File: src/rtl/logic_unit_pkg.sv
// Shared types for the logic-unit arbiter: opcodes, legality check, FSM states.
// No logic of its own; no latency; no backpressure.
// Imported by logic_unit_arbiter and logic_unit_rr_pick.
package logic_unit_pkg;

    typedef logic [2:0] logic_op_t;

    localparam logic_op_t LOGIC_OP_AND = 3'b000;
    localparam logic_op_t LOGIC_OP_OR  = 3'b001;
    localparam logic_op_t LOGIC_OP_XOR = 3'b010;

    typedef enum logic [1:0] {
        IDLE = 2'd0,
        EXEC = 2'd1,
        RESP = 2'd2
    } arb_state_t;

    function automatic logic is_legal_op(input logic_op_t op);
        return (op == LOGIC_OP_AND) || (op == LOGIC_OP_OR) || (op == LOGIC_OP_XOR);
    endfunction

endpackage

File: src/rtl/logic_unit_rr_pick.sv
// Round-robin picker: first asserted request after ptr, wrapping modulo NUM_REQ.
// Purely combinational, zero latency.
// No backpressure; the caller decides whether the pick is accepted.
module logic_unit_rr_pick
    import logic_unit_pkg::*;
#(
    parameter  int NUM_REQ = 4,
    localparam int IDXW    = $clog2(NUM_REQ)
) (
    input  logic [NUM_REQ-1:0] req,
    input  logic [IDXW-1:0]    ptr,
    output logic [NUM_REQ-1:0] grant_onehot,
    output logic [IDXW-1:0]    grant_idx,
    output logic               any
);

    logic [IDXW:0] pos;

    // Scan from farthest to nearest so the nearest hit after ptr overwrites the rest.
    always_comb begin
        grant_onehot = '0;
        grant_idx    = '0;
        any          = 1'b0;
        pos          = '0;
        for (int k = NUM_REQ; k >= 1; k--) begin
            pos = {1'b0, ptr} + (IDXW+1)'(k);
            if (pos >= (IDXW+1)'(NUM_REQ)) begin
                pos = pos - (IDXW+1)'(NUM_REQ);
            end
            if (req[pos[IDXW-1:0]]) begin
                grant_idx = pos[IDXW-1:0];
                any       = 1'b1;
            end
        end
        if (any) begin
            grant_onehot[grant_idx] = 1'b1;
        end
    end

endmodule

File: src/rtl/logic_unit_arbiter.sv
// Shares one AND/OR/XOR logic unit between NUM_REQ requesters, round-robin.
// Accept-to-response: RESULT_LATENCY+1 cycles (legal op), 1 cycle (illegal op).
// One op in flight; req_ready low while busy; response held until rsp_ready.
module logic_unit_arbiter
    import logic_unit_pkg::*;
#(
    parameter int OPERAND_WIDTH  = 32,
    parameter int NUM_REQ        = 4,
    parameter int RESULT_LATENCY = 1
) (
    input  logic                             clk,
    input  logic                             rst,
    input  logic [NUM_REQ-1:0]               req_valid,
    output logic [NUM_REQ-1:0]               req_ready,
    input  logic [3*NUM_REQ-1:0]             req_op,
    input  logic [OPERAND_WIDTH*NUM_REQ-1:0] req_lhs,
    input  logic [OPERAND_WIDTH*NUM_REQ-1:0] req_rhs,
    output logic [NUM_REQ-1:0]               rsp_valid,
    input  logic [NUM_REQ-1:0]               rsp_ready,
    output logic [OPERAND_WIDTH-1:0]         rsp_result,
    output logic                             rsp_error,
    output logic [2:0]                       lu_op,
    output logic [OPERAND_WIDTH-1:0]         lu_lhs,
    output logic [OPERAND_WIDTH-1:0]         lu_rhs,
    input  logic [OPERAND_WIDTH-1:0]         lu_result,
    output logic                             busy
);

    localparam int         IDXW     = $clog2(NUM_REQ);
    localparam logic [3:0] CNT_INIT = 4'(RESULT_LATENCY - 1);

    arb_state_t               state_q, state_d;
    logic [IDXW-1:0]          rr_ptr_q;
    logic [IDXW-1:0]          grant_q;
    logic [3:0]               cnt_q;
    logic_op_t                lu_op_q;
    logic [OPERAND_WIDTH-1:0] lu_lhs_q, lu_rhs_q;
    logic [OPERAND_WIDTH-1:0] rsp_result_q;
    logic                     rsp_error_q;

    logic [NUM_REQ-1:0]       pick_onehot;
    logic [IDXW-1:0]          pick_idx;
    logic                     pick_any;
    logic_op_t                sel_op;
    logic [OPERAND_WIDTH-1:0] sel_lhs, sel_rhs;
    logic                     accept;
    logic                     rsp_hs;

    logic_unit_rr_pick #(.NUM_REQ(NUM_REQ)) u_pick (
        .req          (req_valid),
        .ptr          (rr_ptr_q),
        .grant_onehot (pick_onehot),
        .grant_idx    (pick_idx),
        .any          (pick_any)
    );

    assign sel_op  = req_op[3*int'(pick_idx) +: 3];
    assign sel_lhs = req_lhs[OPERAND_WIDTH*int'(pick_idx) +: OPERAND_WIDTH];
    assign sel_rhs = req_rhs[OPERAND_WIDTH*int'(pick_idx) +: OPERAND_WIDTH];
    assign accept  = (state_q == IDLE) && pick_any;
    assign rsp_hs  = (state_q == RESP) && rsp_ready[grant_q];

    always_ff @(posedge clk or negedge rst) begin
        if (!rst) begin
            state_q <= IDLE;
        end else begin
            state_q <= state_d;
        end
    end

    always_comb begin
        state_d = state_q;
        case (state_q)
            IDLE:    if (accept) state_d = is_legal_op(sel_op) ? EXEC : RESP;
            EXEC:    if (cnt_q == 4'd0) state_d = RESP;
            RESP:    if (rsp_hs) state_d = IDLE;
            default: state_d = IDLE;
        endcase
    end

    always_comb begin
        req_ready = (state_q == IDLE) ? pick_onehot : '0;
        rsp_valid = '0;
        if (state_q == RESP) begin
            rsp_valid[grant_q] = 1'b1;
        end
        busy = (state_q != IDLE);
    end

    // lu_* only move on a legal accept, so the unit never sees a spurious change.
    always_ff @(posedge clk or negedge rst) begin
        if (!rst) begin
            rr_ptr_q     <= IDXW'(NUM_REQ - 1);
            grant_q      <= '0;
            cnt_q        <= '0;
            lu_op_q      <= '0;
            lu_lhs_q     <= '0;
            lu_rhs_q     <= '0;
            rsp_result_q <= '0;
            rsp_error_q  <= 1'b0;
        end else begin
            case (state_q)
                IDLE: begin
                    if (accept) begin
                        grant_q <= pick_idx;
                        if (is_legal_op(sel_op)) begin
                            lu_op_q  <= sel_op;
                            lu_lhs_q <= sel_lhs;
                            lu_rhs_q <= sel_rhs;
                            cnt_q    <= CNT_INIT;
                        end else begin
                            rsp_result_q <= '0;
                            rsp_error_q  <= 1'b1;
                        end
                    end
                end
                EXEC: begin
                    if (cnt_q == 4'd0) begin
                        rsp_result_q <= lu_result;
                        rsp_error_q  <= 1'b0;
                    end else begin
                        cnt_q <= cnt_q - 4'd1;
                    end
                end
                RESP: begin
                    if (rsp_hs) begin
                        rr_ptr_q <= grant_q;
                    end
                end
                default: ;
            endcase
        end
    end

    assign lu_op      = lu_op_q;
    assign lu_lhs     = lu_lhs_q;
    assign lu_rhs     = lu_rhs_q;
    assign rsp_result = rsp_result_q;
    assign rsp_error  = rsp_error_q;

endmodule

File: config.mk
export PLATFORM = sky130hd
export DESIGN_NAME = logic_unit_arbiter
export DESIGN_NICKNAME = d
export VERILOG_FILES = /design/src/rtl/logic_unit_pkg.sv /design/src/rtl/logic_unit_rr_pick.sv /design/src/rtl/logic_unit_arbiter.sv
export SDC_FILE = /design/constraint.sdc
export NUM_CORES = 1
export LEC_CHECK = 0
export CAP_MARGIN = 20
export CORE_AREA = 3 3 164 166
export DETAILED_ROUTE_END_ITERATION = 10
export DIE_AREA = 0 0 167 169
export GPL_ROUTABILITY_DRIVEN = 0
export PLACE_DENSITY_LB_ADDON = 0.25
export SLEW_MARGIN = 25
export SYNTH_ARGS = -nofsm -noshare
export SYNTH_HDL_FRONTEND = slang
export SYNTH_SLANG_ARGS = --single-unit
export TNS_END_PERCENT = 50
File: constraint.sdc
create_clock -name clk -period 2.7 [get_ports clk]
set_input_delay 0.27 -clock clk [delete_from_list [all_inputs] [get_ports clk]]
set_output_delay 0.27 -clock clk [all_outputs]
set_load 0.005 [all_outputs]
# After elaboration in Yosys (flattened, before gate mapping)
# Cells that the tools add are included.
# classes
n_addsub	9
mul	1
n_div	0
n_lt_le_gt_ge	12
eq_ne	10
n_shift	3
muxes	46
bitwise_logic	0
reduce_logical	17
# op_table
operator	count
128-bit by 8-bit variable part select with 32-bit output	2
32-bit 2-to-1 mux	3
32-bit case mux with 2 select lines	1
2-bit 2-to-1 mux	12
4-bit 2-to-1 mux	6
2-bit by 3-bit less-than comparator with 1-bit output (second input constant)	6
1-bit 2-to-1 mux	14
3-bit >= comparator (second input constant)	4
2-bit inequality test (second input constant)	6
12-bit by 5-bit variable part select with 3-bit output	1
1-bit binary-select mux with 2-bit select	5
4-bit case mux with 2 select lines	1
4-bit AND reduction	2
2-bit by 1-bit subtractor with 2-bit output (second input constant)	4
2-bit by 2-bit adder with 3-bit output (second input constant)	2
2-bit case mux with 3 select lines	1
3-bit AND reduction	2
1-bit demux with 2-bit select	2
2-bit by 1-bit >= comparator with 1-bit output (second input constant)	2
1-bit logical AND	4
4-bit logical NOT	1
2-bit by 2-bit multiplier with 4-bit output (first input constant)	1
2-bit AND reduction	2
2-bit nonzero test	2
other kinds (11)	12
# word_totals
regBits	110
latch_bits	0
ramBits	0
mem_bits_ro	0
in_bits	310
out_inout_bits	109
wordCells	107
mem_count	0

# Logic depth before layout (Yosys ltp)
# Gate-level depths: netlist of the first run.
# logic_depth
depth_word	17
mapped_depth	8
depth_no_buf	7

# Cells and area by module
# Synthesis of the first run repeated with hierarchy kept, for this count alone.
# hier_totals
cells_unflattened	396
hier_area_um2	6085.8
# modules_own_cells
mod	n_inst	cells_per_inst	area_each_um2	seq_area_each_um2
logic_unit_arbiter	1	362	5838.1	2755.1
logic_unit_rr_pick	1	34	247.7	0.0

# Least setup slack after synthesis of the first run
# Ideal clock, no wire load.
# synth_timing
path_type	reg-to-reg
from	reg rr_ptr_q[0]
to	reg lu_lhs_q[0], in the netlist lu_lhs[0]
setup_time_ps	125
arrival_time_ps	2224
t_required_ps	2575
path_slack_ps	351
path_stages_with_launch	9
path_buffers	2
period_less_slack_ps	2349
cell_sequence	dfstp_2 > and2b_1 > o221ai_2 > mux2_2 > mux2i_4 > nor2_4 > buf_6 > buf_12 > mux2_4
# synth_between
elab_chain_len	15
word_cells_on_any_way	42
cone_classes	add/sub (8); mul (1); order compare (4); eq/ne (2); shift (2); mux (20); reduce/logical (5)
# synth_rtl
element	line	rtl
start, declared	logic_unit_arbiter.sv:33	logic [IDXW-1:0] rr_ptr_q;
start signal, assigned	logic_unit_arbiter.sv:93	rr_ptr_q <= IDXW'(NUM_REQ - 1);
start signal, assigned	logic_unit_arbiter.sv:127	rr_ptr_q <= grant_q;
2-bit by 3-bit adder with 3-bit output	logic_unit_rr_pick.sv:26	pos = {1'b0, ptr} + (IDXW+1)'(k);
3-bit >= comparator or 2-bit by 1-bit subtractor with 2-bit output (tied branches)	logic_unit_rr_pick.sv:27, logic_unit_rr_pick.sv:28	
2-bit 2-to-1 mux	logic_unit_rr_pick.sv:27	if (pos >= (IDXW+1)'(NUM_REQ)) begin
1-bit binary-select mux with 2-bit select	logic_unit_rr_pick.sv:30	if (req[pos[IDXW-1:0]]) begin
1-bit 2-to-1 mux (implied by the code)	logic_unit_rr_pick.sv:30	
2-bit 2-to-1 mux (4 in series)	logic_unit_rr_pick.sv:30	
2-bit by 2-bit multiplier with 4-bit output	logic_unit_arbiter.sv:57	assign sel_op = req_op[3*int'(pick_idx) +: 3];
12-bit by 5-bit variable part select with 3-bit output	logic_unit_arbiter.sv:57	
3-bit by 1-bit == test with 1-bit output or 3-bit logical NOT (tied branches)	logic_unit_pkg.sv:19	return (op == LOGIC_OP_AND) || (op == LOGIC_OP_OR) || (op == LOGIC_OP_XOR);
1-bit logical OR (2 in series)	logic_unit_pkg.sv:19	
3-bit AND reduction (no source line)	--	
end signal, assigned	logic_unit_arbiter.sv:108	lu_lhs_q <= sel_lhs;
end, declared	logic_unit_arbiter.sv:37	logic [OPERAND_WIDTH-1:0] lu_lhs_q, lu_rhs_q;
# Parallel ways exist; a longest one is shown, timed or not. The select of a mux whose other input is x is not followed.
# A chain may end at the register's enable or synchronous reset.

# Worst setup path in the final report of the first run
# layout_timing
from	reg rr_ptr_q[0]
to	out req_ready[0]
# layout_between
elab_chain_len	15
word_cells_on_any_way	39
cone_classes	add/sub (8); order compare (6); mux (24); reduce/logical (1)
# layout_rtl
element	line	rtl
2-bit by 3-bit adder with 3-bit output	logic_unit_rr_pick.sv:26	
3-bit >= comparator or 2-bit by 1-bit subtractor with 2-bit output (tied branches)	logic_unit_rr_pick.sv:27, logic_unit_rr_pick.sv:28	
2-bit 2-to-1 mux	logic_unit_rr_pick.sv:27	
1-bit binary-select mux with 2-bit select	logic_unit_rr_pick.sv:30	
1-bit 2-to-1 mux (implied by the code)	logic_unit_rr_pick.sv:30	
2-bit 2-to-1 mux (4 in series)	logic_unit_rr_pick.sv:30	
2-bit by 3-bit less-than comparator with 1-bit output (implied by the code) or 2-bit by 1-bit >= comparator with 1-bit output (tied branches)	logic_unit_rr_pick.sv:36	grant_onehot[grant_idx] = 1'b1;
1-bit logical AND (implied by the code)	logic_unit_rr_pick.sv:36	
1-bit 2-to-1 mux (implied by the code)	logic_unit_rr_pick.sv:36	
1-bit demux with 2-bit select	--	
4-bit 2-to-1 mux *	logic_unit_rr_pick.sv:35	if (any) begin
4-bit 2-to-1 mux *	logic_unit_arbiter.sv:82	req_ready = (state_q == IDLE) ? pick_onehot : '0;
end, declared	logic_unit_arbiter.sv:14	output logic [NUM_REQ-1:0] req_ready,
# Mark *: on every way between the ends. The rest lies on a longest branch, timed or not. The select of a mux whose other input is x is not followed.

==> results of run 1 <==
==> registers in the layout, indices dropped and copies added, names as in the netlist <==
name,flops
lu_lhs,32
lu_rhs,32
rsp_result,32
cnt_q,4
lu_op,3
grant_q,2
rr_ptr_q,2
state_q,2
rsp_error,1
==> logic make-up after synthesis <==
| family | after synthesis | share of synthesized area [%] |
|---|---|---|
| AOI/OAI and AO/OA | 185 | 20.2 |
| and+or+nand+nor | 241 | 17.3 |
| muxes | 75 | 15.4 |
| adders and majority gates | 2 | 0.379 |
| DFF | 110 | 41.8 |
| buffers and inverters | 60 | 4.91 |
==> cells in the final DEF, fill, tap and decap left out, types with 2 or more instances in the layout <==
cell,n
mux2_2,31
buf_12,10
o21ai_0,2
and3_1,3
and2_1,67
ha_1,2
mux2_4,40
clkdlybuf4s50_1,417
dfrtp_1,108
or2_2,3
nor3_1,3
inv_1,3
a21oi_1,7
buf_4,19
clkbuf_16,9
a211oi_1,66
clkbuf_1,3
nand2b_1,6
o22ai_1,2
dfstp_2,2
nor2_1,10
a31oi_1,67
nor2b_1,2
a22o_1,32
nand2_1,139
mux2i_1,2
==> worst max path at each step <==
stage / from / to / slack, ns
floorplan: rr_ptr_q[0] / lu_lhs[0] / 0.35
CTS: rr_ptr_q[0] / req_ready[0] / -0.02
finish: rr_ptr_q[0] / req_ready[0] / 0.16
global placement: req_valid[1] / lu_rhs[31] / 0.05
detailed placement: req_valid[1] / lu_lhs[8] / -0.009
global route: rr_ptr_q[0] / req_ready[0] / 0.05
==> where the power goes <==
part / internal (W) / leakage, nW / total, W / switching, W
sequential: 0.00243 / 1.36 / 0.00292 / 0.000488
combinational: 0.00383 / 3.17 / 0.00666 / 0.00283
clock: 0.000729 / 0.137 / 0.00137 / 0.000638
total: 0.00699 / 4.67 / 0.0109 / 0.00396
==> repair_timing <==
item | in CTS | in global routing
gates resized for setup | 1 | 0
cloned | 1 | 0
buffers inserted | 0 | 6
hold buffers | 1 | 0
endpoints found under the hold margin | 17 | 0
pin swaps | 1 | 2
setup endpoints to repair | 2 | 1
==> critical path, cell delays in order, from the launching register on <==
cell and delay (ns):
dfstp_2 0.54, and2b_1 0.24, o221ai_4 0.24, buf_12 0.21, and3_1 0.17, clkdlybuf4s50_1 0.52
==> per-stage QoR <==
stage | power, W | instance area, µm² | hold slack (ns) | utilization, %
finish | 0.0109 | 11600 | 0.328 | 44.9
floorplan | 0.00642 | 6590 | -0.0256 | -
global placement | 0.00950 | 11200 | 0.171 | 43.5
global route | 0.0118 | 11600 | 0.339 | 44.9
CTS | 0.0111 | 11500 | 0.324 | 44.8
detailed placement | 0.00954 | 11200 | 0.173 | 43.5
==> final cells by class <==
cell class	instances	share of cell area (%)
timing repair buffer	448	39.4
multi-input combinational	503	30.6
sequential	110	23.8
tap	335	3.62
clock buffer	12	2.04
clock inverter	4	0.476
inverter	3	0.0973
==> metal layers <==
| metal | GRT usage (%) | share of wire [%] | vias up | wire length (µm) |
|---|---|---|---|---|
| met3 | 7.19 | 9.8 | 27 | 2590 |
| li1 | - | - | 3233 | - |
| met5 | 0 | 0 | - | 0 |
| met1 | 21.4 | 40 | 3206 | 10600 |
| met4 | 4.77 | 2.0 | 0 | 514 |
| met2 | 30.2 | 48 | 288 | 12700 |
==> metrics, run 1 <==
Final Max Tran Viols 0; pwr/cell area 946 nW/µm²; Multi-input gate area 3540 µm²; Reg2Reg Depth 8; count leader, synth nand2_1; vias in the first global route 6994; Place WS -0.00928 ns; Reg-to-Reg Start rr_ptr_q[0]; DIE AREA 28200 µm²; Worst Tran Pin Value 0.414 ns; Congestion Overflow GR 0; Worst R2R Setup Slack 0.17 ns; post-synth top area share 41.0%; Final period util 94.2%; Mapped Avg Cell Area 9.80 µm²; CTS tree built; Antenna Cells 0; Num CTS Buffers 9; first-pass GRT wire length 40.2 mm; clk sinks 110; Reg-to-Reg End lu_lhs[5]; Port Buffer Count 418; drt initial violations 276; register area 2760 µm²; synthesis-to-layout area growth 75.6%; Initial Utilization 25.6%; Gate Count Post-Synth 673; final setup skew 0.00989 ns; drt wl/cell 18.6 µm; Post-synth top cells nand2_1 (139), dfrtp_1 (108), a31oi_1 (67), and2_1 (67), a211oi_1 (66); fin crit period 2.54 ns; standard-cell rows 59; Critical Path AT 2.27 ns; die height 169 µm; cells taking the most area after synthesis dfrtp_1 (41%), mux2_4 (9.1%), nand2_1 (7.9%); synth unique cells 44; antenna viol nets, final 0; io pins 419; clk slew on worst S/H paths 0.08 ns; Peak Freq 393 MHz; via count 6754; DRT Pass-1 Iters 6; largest net degree at the start of global routing 70; dominant synthesized flop cell dfrtp_1; Seq cells post-synth 110; Warnings, synthesis 0; Setup CP Type reg -> out; critical path endpoint category output port; Post-synth EDFFs 0; Max VDD drop 569 µV; clock buffer depth 2; Fin. Hold Viols 0; Post-DP HPWL 20.0 mm; Final setup viols 0; type of origin of the critical path register; Setup TNS Final 0 ns; status complete, no violations; Leak 4.67 nW; Req. time, crit path 2.43 ns; layout cells sized above 1 11.9%; placed insts 1391; sequential element share of the synthesized area 41.8%; antenna violations before repair 0; Root Buffer clkbuf_16; Total GRT Usage 17.9%; htree depth 3; RSZ-0062 raised after global routing no; slew margin rel. 72.3%; asr flop ratio synth 100%; post-route setup slack 0.157 ns; fillcell total 2521; detailed-route vias per instance 4.77; critical-path maximum fanout 32; Worst-Skew Late Latency 0.34 ns; leading area contributor after synthesis dfrtp_1; DRC viols 0; Post-Syn Area 6590 µm²; Non-Filler Instances 1415; total core area 25800 µm²; Die W 167 µm; Routed WL 26.3 mm; Max Cap Viol 0; HP Class in -> async; fin nets 1387; syn_nets 985
(Power assumes the default switching activity.)
==> run 2: changes to the inputs <==
Settings changed: CORE_AREA 3 3 164 166 to 3 3 160 162, DIE_AREA 0 0 167 169 to 0 0 163 165, GPL_ROUTABILITY_DRIVEN 0 to unset, SYNTH_HIERARCHICAL set to 1.
==> run 2 against run 1 <==
Compared with the run above:
- the run now ends with setup timing left
- sequential share of layout area is 1.1 points higher
- clock power about the same
- maximum frequency decreased by 6.3%
- combinational power decreased by 16%
- final cell count fell by 19%
- synthesized area decreased by 7.7%
- global-route usage fell by 2.4 points
- synthesized cell count fell by 41%
- power shrank 10%
- via count decreased by 22%
==> metrics, run 2 <==
io pins 419 (unchanged); layout cells sized above 1 23.4% (+12 points); CP Buf/Inv Count 1 (-1); first-pass GRT wire length 31.9 mm (-21%); htree depth 3 (unchanged); GP Congestion 0.783; syn_nets 708 (-28%); sequential element share of the synthesized area 45.3% (+3.5 points); Final Max Tran Viols 0 (unchanged); Initial Utilization 25.1% (-0.50 points); largest net degree at the start of global routing 57 (-19%); Setup TNS Final -0.105 ns (-0.105 ns); post-synth top area share 44.4% (+3.4 points); Worst-Skew Late Latency 0.35 ns (about the same); fin crit period 2.72 ns (+0.172 ns); synthesis-to-layout area growth 82.1%; Post-synth top cells dfrtp_1 (108), mux4_2 (68), mux2_2 (64); Fin. Hold Viols 0 (unchanged); RSZ-0062 raised after global routing yes; Non-Filler Instances 1145 (-19%); fillcell total 2274 (-9.8%); DRT Pass-1 Iters 4 (-2); Congestion Overflow GR 0 (unchanged); final setup skew 0.00779 ns (-0.00210 ns); vias in the first global route 5546 (-21%); asr flop ratio synth 100% (unchanged); Max Cap Viol 0 (unchanged); commonest non-fill, non-tap cells in the layout clkdlybuf4s50_1 (417), dfrtp_1 (108), mux4_2 (68), mux2_2 (64), a22o_1 (32); Critical Path AT 2.95 ns (+0.68 ns); clk slew on worst S/H paths 0.08 ns (about the same); via count 5251 (-22%); critical-path maximum fanout 33 (+3.1%); HP Class reg -> reg; Worst R2R Setup Slack -0.02 ns (-0.19 ns); Routed WL 21.9 mm (-17%); Peak Freq 368 MHz (-6.3%); Slowest-stage cell, CP dfstp_2; Final period util 101% (+6.4 points); Seq cells post-synth 110 (unchanged); Post-synth EDFFs 0 (unchanged); dominant synthesized flop cell dfrtp_1; clk sinks 110 (unchanged); Post-Syn Area 6090 µm² (-7.7%); Total GRT Usage 15.5% (-2.4 points); Req. time, crit path 2.93 ns (+0.50 ns); slew margin rel. 50.9% (-21 points); Worst Tran Pin Value 0.736 ns (+0.322 ns); Post-DP HPWL 17.6 mm (-12%); Worst path top cell family by delay multiplexers; critical path endpoint category register; violated checks setup timing; count leader, synth dfrtp_1; Critical Path Max Stage Delay 0.58 ns (+0.04 ns); CTS tree built; antenna violations before repair 0 (unchanged); Gate Count Post-Synth 396 (-41%); Final Cell Area 11100 µm² (-4.3%); clock buffer depth 2 (unchanged); DIE AREA 26900 µm² (-4.7%); leading area contributor after synthesis dfrtp_1; fin util 45.7% (+0.76 points); total core area 24200 µm² (-5.9%); placed insts 1127 (-19%); type of origin of the critical path register; die height 165 µm (-2.4%); Max VDD drop 531 µV (-6.6%); Port Buffer Count 418 (unchanged); Die W 163 µm (-2.4%); DP Area 10800 µm² (-3.9%); Final setup viols 21 (+21); cells taking the most area after synthesis dfrtp_1 (44%), mux4_2 (25%), mux2_2 (12%); post-route setup slack -0.0150 ns (-0.172 ns); synth unique cells 46 (+4.5%); Warnings, synthesis 6 (+6); Mapped Avg Cell Area 15.4 µm² (+57%); Leak 4.39 nW (-5.9%); standard-cell rows 57 (-3.4%); antenna viol nets, final 0 (unchanged); commonest non-fill, non-tap cell in the layout clkdlybuf4s50_1; pwr/cell area 886 nW/µm² (-6.4%); critical-path cell list nand2b_1 > a21oi_2 > o221ai_4 > mux4_2 > a21o_1 > or2_4 > buf_12 > mux2_2; Antenna Cells 0 (unchanged); Num CTS Buffers 9 (unchanged); Root Buffer clkbuf_16; DRC viols 0 (unchanged); drt wl/cell 19.1 µm (+2.9%); Setup CP Type reg -> reg; status complete, but fails checks; drt initial violations 214 (-22%); detailed-route vias per instance 4.59 (-3.9%); fin nets 1128 (-19%)
==> run 2: cell count changes in the layout (fill, tap and decap cells not counted), moves of 3 or more <==
cell / previous run / this run
mux2_2: 31 / 64
a21oi_1: 7 / 4
clkbuf_1: 3 / 0
nand2_1: 139 / 5
o21bai_1: 0 / 3
or2_2: 3 / 0
a211oi_1: 66 / 1
mux4_2: 1 / 68
nor2_1: 10 / 7
a31oi_1: 67 / 0
buf_12: 10 / 5
and2_1: 67 / 7
inv_1: 3 / 7
mux2_4: 40 / 7
==> run 2: kinds of logic (layout without fill, tap and decap cells) <==
logic type                 Yosys count  count (layout)  synth area share, %
AOI/OAI and AO/OA                   60              60                 8.04
and+or+nand+nor                     42              42                 3.91
buffers and inverters               42             467                 3.49
adders and majority gates            2               2                0.411
muxes                              139             139                 38.7
xor gates and xnor gates             1               1                0.144
DFF                                110             110                 45.3
==> run 2: where the power goes <==
| part | total (W) | internal, W | switching, W |
|---|---|---|---|
| registers | 0.00286 | 0.00241 | 0.000457 |
| logic | 0.00560 | 0.00357 | 0.00203 |
| clock network | 0.00134 | 0.000660 | 0.000684 |
==> run 2: what timing repair did <==
| item | in CTS | in global routing |
|---|---|---|
| endpoints found under the setup margin | 96 | 100 |
| hold buffers | 1 | 0 |
| gates resized for setup | 0 | 1 |
| cloned | 0 | 0 |
| setup buffers | 1 | 0 |
| pin swaps | 1 | 1 |
| endpoints found under the hold margin | 11 | 0 |
==> run 2: stage by stage <==
step | setup WS (ns) | hold WS (ns) | total power [W]
2_1_floorplan | -0.0452 | -0.0256 | 0.00579
3_3_place_gp | -0.259 | 0.385 | 0.00856
3_5_place_dp | -0.284 | 0.378 | 0.00859
4_1_cts | 0.000450 | 0.497 | 0.0100
5_1_grt | -0.164 | 0.511 | 0.0105
6_report | -0.0150 | 0.497 | 0.00981
==> run 2: path summary, 6_finish.rpt <==
kind	startpoint	to	cells past startpoint
worst min-delay path	lu_op[2]	lu_op[2]	1
worst max-delay path	rr_ptr_q[1]	lu_rhs[14]	8
min in group asynchronous	rst	lu_op[1]	2
max in group asynchronous	rst	lu_rhs[2]	3
worst max register to register	rr_ptr_q[1]	lu_rhs[14]	8
worst min register to register	lu_op[2]	lu_op[2]	1
==> run 2: layer usage <==
metal	wire length (µm)	GRT usage [%]	up-vias
met5	0	0	-
met4	294	4.04	0
met3	1930	4.94	17
met2	11100	27.1	253
met1	8570	18.6	2574
li1	-	-	2407
==> run 2: worst reg2reg max path, delay by kind of cell (launching register included) <==
kind / cells / cell delay (ns)
and+or+nand+nor: 2 / 0.42
muxes: 2 / 0.89
DFF: 1 / 0.58
AOI/OAI and AO/OA: 3 / 0.55
buffers and inverters: 1 / 0.18
==> run 2: area by class of cell <==
class	count	area [µm²]	share of cell area, %
Inverter	7	26.3	0.237
Timing Repair Buffer	444	4440	40.1
Multi-Input combinational cell	244	3150	28.4
Sequential cell	110	2760	24.9
Tap cell	324	405	3.66
Clock inverter	7	77.6	0.700
Clock buffer	9	225	2.03
